### src/rtl/vga_pattern_gen.sv
// VGA timing plus per-game-state test pattern (bars, flash, solid fill).
// Latency: one pixel from counter value to registered pins; one pixel = CLK_DIV clocks.
// Backpressure: none; free-running raster, state input is sampled once per frame.
//
// Ports:
//    clock, reset        : system clock, synchronous active-high reset
//    state[1:0]          : game state 0 running, 1 hit, 2 fail, 3 ending
//    frame_start         : one-clock pulse with the output pixel at h=0, v=0
//    de, x, y            : display enable and visible coordinates (x=y=0 when de=0)
//    hs, vs              : syncs, active level HS_POL / VS_POL
//    red, green, blue    : COLOR_BITS-wide colour channels, 0 outside the visible area
module vga_pattern_gen #(
   parameter int CLK_DIV      = 2,
   parameter int H_ACTIVE     = 640,
   parameter int H_FP         = 16,
   parameter int H_SYNC       = 96,
   parameter int H_BP         = 48,
   parameter int V_ACTIVE     = 480,
   parameter int V_FP         = 10,
   parameter int V_SYNC       = 2,
   parameter int V_BP         = 33,
   parameter bit HS_POL       = 1'b0,
   parameter bit VS_POL       = 1'b0,
   parameter int COLOR_BITS   = 4,
   parameter int NUM_BARS     = 8,
   parameter int FLASH_FRAMES = 16
) (
   input  logic                  clock,
   input  logic                  reset,
   input  logic [1:0]            state,
   output logic                  frame_start,
   output logic                  de,
   output logic [11:0]           x,
   output logic [11:0]           y,
   output logic                  hs,
   output logic                  vs,
   output logic [COLOR_BITS-1:0] red,
   output logic [COLOR_BITS-1:0] green,
   output logic [COLOR_BITS-1:0] blue
);

   localparam int H_T   = H_SYNC + H_BP + H_ACTIVE + H_FP;
   localparam int V_T   = V_SYNC + V_BP + V_ACTIVE + V_FP;
   localparam int BAR_W = H_ACTIVE / NUM_BARS;
   localparam int DW    = (CLK_DIV > 1) ? $clog2(CLK_DIV) : 1;
   localparam int BB    = (NUM_BARS > 1) ? $clog2(NUM_BARS) : 1;
   localparam int FW    = (FLASH_FRAMES > 1) ? $clog2(FLASH_FRAMES) : 1;

   localparam logic [11:0]   H_LAST     = 12'(H_T - 1);
   localparam logic [11:0]   V_LAST     = 12'(V_T - 1);
   localparam logic [11:0]   H_SYNC_E   = 12'(H_SYNC);
   localparam logic [11:0]   V_SYNC_E   = 12'(V_SYNC);
   localparam logic [11:0]   H_ACT_S    = 12'(H_SYNC + H_BP);
   localparam logic [11:0]   H_ACT_E    = 12'(H_SYNC + H_BP + H_ACTIVE);
   localparam logic [11:0]   V_ACT_S    = 12'(V_SYNC + V_BP);
   localparam logic [11:0]   V_ACT_E    = 12'(V_SYNC + V_BP + V_ACTIVE);
   localparam logic [11:0]   BAR_W_LAST = 12'(BAR_W - 1);
   localparam logic [DW-1:0] DIV_LAST   = DW'(CLK_DIV - 1);
   localparam logic [BB-1:0] BAR_LAST   = BB'(NUM_BARS - 1);
   localparam logic [FW-1:0] FLASH_LAST = FW'(FLASH_FRAMES - 1);

   localparam logic [1:0] ST_RUN  = 2'd0;
   localparam logic [1:0] ST_HIT  = 2'd1;
   localparam logic [1:0] ST_FAIL = 2'd2;
   localparam logic [1:0] ST_END  = 2'd3;

   logic [DW-1:0]         r_div;
   logic [11:0]           r_h, r_v;
   logic [11:0]           r_bar_pix;
   logic [BB-1:0]         r_bar;
   logic [FW-1:0]         r_flash_cnt;
   logic                  r_flash_ph;
   logic [1:0]            r_state_q;
   logic                  r_fs, r_de, r_hs, r_vs;
   logic [11:0]           r_x, r_y;
   logic [COLOR_BITS-1:0] r_red, r_green, r_blue;

   logic                  w_pix_en, w_h_wrap, w_frame_wrap;
   logic                  w_h_act, w_v_act, w_act;
   logic [11:0]           w_x, w_y;
   logic [2:0]            w_pal;
   logic [COLOR_BITS-1:0] w_red, w_green, w_blue;

   always_comb begin
      w_pix_en     = (r_div == DIV_LAST);
      w_h_wrap     = (r_h == H_LAST);
      w_frame_wrap = w_h_wrap && (r_v == V_LAST);
      w_h_act      = (r_h >= H_ACT_S) && (r_h < H_ACT_E);
      w_v_act      = (r_v >= V_ACT_S) && (r_v < V_ACT_E);
      w_act        = w_h_act && w_v_act;
      w_x          = w_act ? (r_h - H_ACT_S) : 12'd0;
      w_y          = w_act ? (r_v - V_ACT_S) : 12'd0;
      w_pal        = 3'(r_bar);
   end

   // Pattern for the pixel the counters currently point at; gated to black off-screen.
   always_comb begin
      w_red   = '0;
      w_green = '0;
      w_blue  = '0;
      if (w_act) begin
         case (r_state_q)
            ST_RUN: begin
               case (w_pal)
                  3'd0:    w_red = '1;
                  3'd1:    w_green = '1;
                  3'd2:    w_blue = '1;
                  3'd3:    begin w_red = '1; w_green = '1; w_blue = '1; end
                  3'd4:    ;
                  3'd5:    begin w_red = '1; w_green = '1; end
                  3'd6:    begin w_red = '1; w_blue = '1; end
                  default: begin w_green = '1; w_blue = '1; end
               endcase
            end
            ST_HIT:  if (r_flash_ph) w_red = '1;
            ST_FAIL: if (r_bar[0]) begin w_red = '1; w_green = '1; w_blue = '1; end
            default: w_green = '1;
         endcase
      end
   end

   always_ff @(posedge clock) begin
      if (reset) begin
         r_div       <= '0;
         r_h         <= '0;
         r_v         <= '0;
         r_bar_pix   <= '0;
         r_bar       <= '0;
         r_flash_cnt <= '0;
         r_flash_ph  <= 1'b0;
         r_state_q   <= ST_RUN;
         r_fs        <= 1'b0;
         r_de        <= 1'b0;
         r_x         <= '0;
         r_y         <= '0;
         r_hs        <= ~HS_POL;
         r_vs        <= ~VS_POL;
         r_red       <= '0;
         r_green     <= '0;
         r_blue      <= '0;
      end else begin
         r_div <= w_pix_en ? '0 : r_div + DW'(1);
         // frame_start must be one clock wide, not one pixel wide.
         r_fs  <= 1'b0;
         if (w_pix_en) begin
            r_h <= w_h_wrap ? 12'd0 : r_h + 12'd1;
            if (w_h_wrap) r_v <= (r_v == V_LAST) ? 12'd0 : r_v + 12'd1;

            // Width counter follows h; it is held at 0 outside the active span so
            // the first active pixel of every line starts in bar 0.
            if (w_h_act) begin
               if (r_bar_pix == BAR_W_LAST) begin
                  r_bar_pix <= '0;
                  if (r_bar != BAR_LAST) r_bar <= r_bar + BB'(1);
               end else begin
                  r_bar_pix <= r_bar_pix + 12'd1;
               end
            end else begin
               r_bar_pix <= '0;
               r_bar     <= '0;
            end

            // State is only taken at the frame seam so a frame never mixes patterns.
            if (w_frame_wrap) begin
               r_state_q <= state;
               if ((state == ST_HIT) && (r_state_q != ST_HIT)) begin
                  r_flash_cnt <= '0;
                  r_flash_ph  <= 1'b1;
               end else if (r_flash_cnt == FLASH_LAST) begin
                  r_flash_cnt <= '0;
                  r_flash_ph  <= ~r_flash_ph;
               end else begin
                  r_flash_cnt <= r_flash_cnt + FW'(1);
               end
            end

            r_fs    <= (r_h == 12'd0) && (r_v == 12'd0);
            r_de    <= w_act;
            r_x     <= w_x;
            r_y     <= w_y;
            r_hs    <= (r_h < H_SYNC_E) ? HS_POL : ~HS_POL;
            r_vs    <= (r_v < V_SYNC_E) ? VS_POL : ~VS_POL;
            r_red   <= w_red;
            r_green <= w_green;
            r_blue  <= w_blue;
         end
      end
   end

   assign frame_start = r_fs;
   assign de          = r_de;
   assign x           = r_x;
   assign y           = r_y;
   assign hs          = r_hs;
   assign vs          = r_vs;
   assign red         = r_red;
   assign green       = r_green;
   assign blue        = r_blue;

endmodule

### config.mk
export PLATFORM = sky130hd
export DESIGN_NAME = vga_pattern_gen
export DESIGN_NICKNAME = d
export VERILOG_FILES = /design/src/rtl/vga_pattern_gen.sv
export SDC_FILE = /design/constraint.sdc
export NUM_CORES = 1
export LEC_CHECK = 0
export CAP_MARGIN = 25
export CORE_ASPECT_RATIO = 0.9
export CORE_MARGIN = 5
export CORE_UTILIZATION = 35
export CTS_CLUSTER_DIAMETER = 50
export DETAILED_ROUTE_END_ITERATION = 8
export GPL_TIMING_DRIVEN = 0
export HOLD_SLACK_MARGIN = 0.06
export MAX_ROUTING_LAYER = met4
export PLACE_DENSITY = 0.58
export SYNTH_ARGS = -nofsm -noshare
export SYNTH_HDL_FRONTEND = slang
export SYNTH_SLANG_ARGS = --single-unit
export TNS_END_PERCENT = 20
### constraint.sdc
create_clock -name clock -period 2.36 [get_ports clock]
set_input_delay 0.354 -clock clock [delete_from_list [all_inputs] [get_ports clock]]
set_output_delay 0.354 -clock clock [all_outputs]
set_load 0.01 [all_outputs]
# Yosys cells after proc, flatten, opt, wreduce, memory -nomap -nowiden
# Cells that the tools add are included.
[classes] add_sub_neg=8 n_mul=0 div_mod_pow=0 n_lt_le_gt_ge=6 n_eq_ne=17 shifts=0 muxes=26 bitwise_logic=2 reduce_logical=20
[op_table] operator="12-bit two-way mux" count=6
[op_table] operator="4-bit two-way mux" count=10
[op_table] operator="12-bit by 1-bit adder with 12-bit output, second input constant" count=3
[op_table] operator="12-bit by 10-bit == test with 1-bit output, second input constant" count=2
[op_table] operator="12-bit logical NOT" count=2
[op_table] operator="12-bit by 10-bit less-than comparator with 1-bit output, second input constant" count=2
[op_table] operator="4-bit one-hot mux with 3 select lines" count=2
[op_table] operator="12-bit by 7-bit == test with 1-bit output, second input constant" count=1
[op_table] operator="12-bit by 6-bit greater-or-equal comparator with 1-bit output, second input constant" count=1
[op_table] operator="12-bit by 8-bit greater-or-equal comparator with 1-bit output, second input constant" count=1
[op_table] operator="12-bit by 2-bit less-than comparator with 1-bit output, second input constant" count=1
[op_table] operator="12-bit by 7-bit less-than comparator with 1-bit output, second input constant" count=1
[op_table] operator="4-bit OR reduction" count=3
[op_table] operator="12-bit by 6-bit subtractor with 12-bit output, second input constant" count=1
[op_table] operator="12-bit by 8-bit subtractor with 12-bit output, second input constant" count=1
[op_table] operator="3-bit == test, second input constant" count=3
[op_table] operator="3-bit two-way mux" count=3
[op_table] operator="4-bit one-hot mux with 2 select lines" count=1
[op_table] operator="3-bit by 2-bit == test with 1-bit output, second input constant" count=2
[op_table] operator="1-bit logical AND" count=6
[op_table] operator="2-bit by 1-bit inequality test with 1-bit output, second input constant" count=3
[op_table] operator="3-bit AND reduction" count=2
[op_table] operator="4-bit by 1-bit adder with 4-bit output, second input constant" count=1
[op_table] operator="2-bit by 1-bit == test with 1-bit output, second input constant" count=2
[op_table] operator="other kinds (13)" count=19
[word_totals] ff_bits=87 latch_bits=0 ram_bits=0 mem_bits_ro=0 input_bits=4 mem_count=0

# Logic depth before layout (Yosys ltp)
[depth] ltp_word=5 mapped_depth=9 mapped_depth_nobuf=7

# Worst setup path after synthesis
# Ideal clock, no wire load.
[synth_path] kind="register to register" startpoint="reg r_v[6]" endpoint="reg r_flash_cnt[2]" setup_time_ps=71 arrival_ps=1966 required_ps=2289 slack_ps=324 path_stages_with_launch=8 path_buffers=2 synth_period_minus_slack_ps=2036 cell_sequence="dfxtp_1 -> buf_6 -> or3_4 -> nor4_4 -> nand2b_2 -> buf_6 -> or4b_1 -> a21oi_1"
[synth_via] elab_chain_cells=3
[synth_rtl] element="start: declaration" line_no="68" rtl="logic [11:0] r_h, r_v;"
[synth_rtl] element="start signal: assignment" line_no="147" rtl="if (w_h_wrap) r_v <= (r_v == V_LAST) ? 12'd0 : r_v + 12'd1;"
[synth_rtl] element="12-bit by 10-bit == test with 1-bit output" line_no="87" rtl="w_frame_wrap = w_h_wrap && (r_v == V_LAST);"
[synth_rtl] element="1-bit logical AND" line_no="87"
[synth_rtl] element="2-bit AND reduction (no source line)"
[synth_rtl] element="end signal: assignment" line_no="173" rtl="r_flash_cnt <= r_flash_cnt + FW'(1);"
[synth_rtl] element="end: declaration" line_no="71" rtl="logic [FW-1:0] r_flash_cnt;"
# Every way passes these cells.
# A chain may end at the register's enable or synchronous reset.

# Final worst setup path
[layout_path] startpoint="reg r_v[5]" endpoint="reg r_flash_cnt[2]"
# The elaborated chain is that of the path after synthesis.

==> reports/summary.txt <==
Avg WL per Cell: 13.6 um
Post-Synthesis Net Count: 471
CTS Hold Bufs: 0
Power Density: 606 nW/um2
Antenna Nets Post-Route: 0
core area: 10400 um2
WL final: 8730 um
Area contributors post-synth: dfxtp_1 (42%), nand2_1 (5.9%), xnor2_1 (5.6%), nor2_1 (4.9%), ha_1 (4.7%)
CP max FO: 10
via count: 3179
Worst VDD drop: 0.000362 V
post-DP HPWL: 6400 um
Leak: 1.74 nW
vias in the first global route: 2966
# nets final: 526
FF/Latch Area: 1560 um2
row count: 35
total CTS buffers: 9
CTS tree: done
R2R cell count: 7
Final Hold Fails: 0
initial antenna violation count: 0
Layout Area Growth over Synthesis: 25.1%
Die Y: 108 um
largest net degree at the start of global routing: 13
dominant synthesized flop cell: dfxtp_1
Die Wd: 119 um
die area: 12900 um2
clk sinks: 78
drc violations: 0
cell taking the most area after synthesis: dfxtp_1
Max-cap violations: 0
Synth cell types: 57
Async SR Flop Fraction: 0%
# IOs: 44
port bufs: 42
ratio of cells with drive above 1 in the final layout: 9.77%
max frequency: 0.448 GHz
post-placement cell area: 4340 um2
Global Route Usage Sum: 14.4%
maximum clock path buffer count: 2
first-pass GRT wire length: 14600 um
sequential share of the synthesized area: 41.5%
R2R Path End: r_flash_cnt[2]
worst hold path class: reg -> reg
routability cong.: 0.856
multi-input logic area: 1970 um2
Critical Path RT: 2630 ps
Synth top area share: 41.5%
element type at the critical path end: register
Synth Area per Inst: 8.30 um2
Worst Hold Endpoint: de
Worst-Skew Late Latency: 340 ps
endpoints failing setup: 0
clock root cell: clkbuf_16
number of DRC markers in iteration 0: 158
reg-to-reg startpoint: r_v[5]
filler instances: 1043
setup TNS: 0 ps
Yosys Warn Count: 0
fin. max-slew vios: 0
drt pass-1 iters: 4
hold path cells: 2
status: complete, no violations
Initial Utilization: 36.2%
crit path kind: reg -> reg
Setup crit start kind: register
vias per cell: 4.96
cell area after layout: 4710 um2
RSZ-0062 raised after global routing: false
Clock transition at path regs: 60 ps
Worst-Margin Slew: 741 ps
Final Cycle Share: 94.7%
crit path time final: 2230 ps
HP Start: de
crit path DAT: 2500 ps
ANT cells: 0
mapped cell area: 3760 um2
grt ovf: 0
Seq cells post-synth: 78
Post-Synthesis Cells: 453
Slew HR: 49.3%
Post-synth EDFFs: 0
Register-to-Register Setup Slack: 130 ps
CTS H-Tree Depth: 3
skew final: 7.61 ps
-- routing by layer --
metal | track usage (%) | vias up | wire length (um)
met4 | 4.63 | 0 | 110
li1 | - | 1644 | -
met2 | 21.9 | 52 | 3880
met3 | 3.40 | 11 | 297
met1 | 19.0 | 1472 | 4440
met5 | - | - | 0
-- report_power, final --
| group | internal, W | leakage, nW | switching [W] |
|---|---|---|---|
| logic | 0.0000289 | 0.963 | 0.0000546 |
| clock network | 0.000914 | 0.152 | 0.000527 |
| registers | 0.00132 | 0.629 | 0.00000481 |
| total | 0.00227 | 1.74 | 0.000586 |
-- sequential cells by signal (all words and copies together) (netlist names), 2 cells and up --
name         flops
r_bar_pix       12
r_bar            3
y               12
r_h             12
r_v             12
x               12
r_state_q        2
r_flash_cnt      4
-- logic make-up after synthesis --
family | after synthesis | synth area share [%]
flip-flops | 78 | 41.5
adder cells (fa/ha/maj) | 14 | 4.66
buffers and inverters | 54 | 6.95
XOR/XNOR | 39 | 9.08
AND/OR/NAND/NOR | 192 | 25.6
multiplexers | 2 | 0.566
AO/OA/AOI/OAI | 74 | 11.6
-- layout make-up --
type | instances | area share [%]
multi-input cells | 321 | 41.9
flip-flops and latches | 78 | 33.2
repair buffers | 45 | 9.41
clock buffers | 10 | 4.86
plain buffers | 37 | 4.31
well taps | 129 | 3.43
clock inverters | 5 | 1.59
inverters | 16 | 1.28
-- cell usage in the layout, fill, tap and decap left out, types with 4 or more instances in the layout --
cell / instances
a21oi_1: 18
and3_1: 7
buf_4: 14
clkbuf_1: 19
clkbuf_16: 9
clkbuf_2: 5
clkdlybuf4s50_1: 42
dfxtp_1: 78
ha_1: 13
inv_1: 16
nand2_1: 59
nand2b_1: 4
nand3_1: 13
nand4_1: 9
nor2_1: 49
nor3_1: 14
nor4_1: 5
o21ai_0: 35
xnor2_1: 24
xor2_1: 15
-- through the flow --
step / utilization [%] / setup slack [ps] / power (W) / hold slack (ps) / std cells
2_1_floorplan: - / 324 / 0.00141 / 449 / 453
3_3_place_gp: 41.8 / -446 / 0.00144 / 433 / 624
3_5_place_dp: 41.8 / -425 / 0.00144 / 440 / 624
4_1_cts: 44.9 / 19.5 / 0.00289 / 449 / 638
5_1_grt: 45.4 / 0.246 / 0.00296 / 478 / 641
6_report: 45.4 / 126 / 0.00285 / 444 / 641
-- critical path: stages (launching register included) --
cell	delay, ps
dfxtp_1	300
clkbuf_1	200
or3_1	450
nor4_4	370
nand2b_2	110
buf_6	150
or4b_1	460
a21oi_1	140
-- cell usage after synthesis, types with 2 or more instances --
master and number:
buf_4 11, ha_1 14, and4_1 2, a311oi_1 2
inv_1 16, and4b_1 2, nand2_1 59, a22o_1 3
o21ai_0 35, o31a_1 2, a211oi_1 3, and3_1 7
clkbuf_1 23, nand3_1 14, nor3_1 14, nor2b_1 3
buf_6 2, or2_2 2, or4_1 2, nand4_1 9
nor4_1 5, xnor2_1 24, nor2_1 49, nand2b_1 4
xor2_1 15, nor3b_1 3, dfxtp_1 78, a21oi_1 18
a21o_1 2, or3_1 3
-- how the worst max path moves through the flow --
stage / start / endpoint / slack, ps / cells past startpoint
after floorplan: r_v[6] / r_flash_cnt[2] / 320 / 7
after global placement: r_v[0] / x[10] / -450 / 8
after detailed placement: r_v[0] / x[6] / -420 / 8
after CTS: r_h[8] / r_flash_cnt[2] / 20 / 7
after global routing: r_v[5] / r_v[10] / 0.2 / 8
final: r_v[5] / r_flash_cnt[2] / 130 / 7
-- repair_timing --
action	in CTS	in global routing
pin swaps	1	1
setup endpoints to repair	33	36
gates resized for setup	6	5
setup buffers	0	3
(Power assumes the default switching activity.)
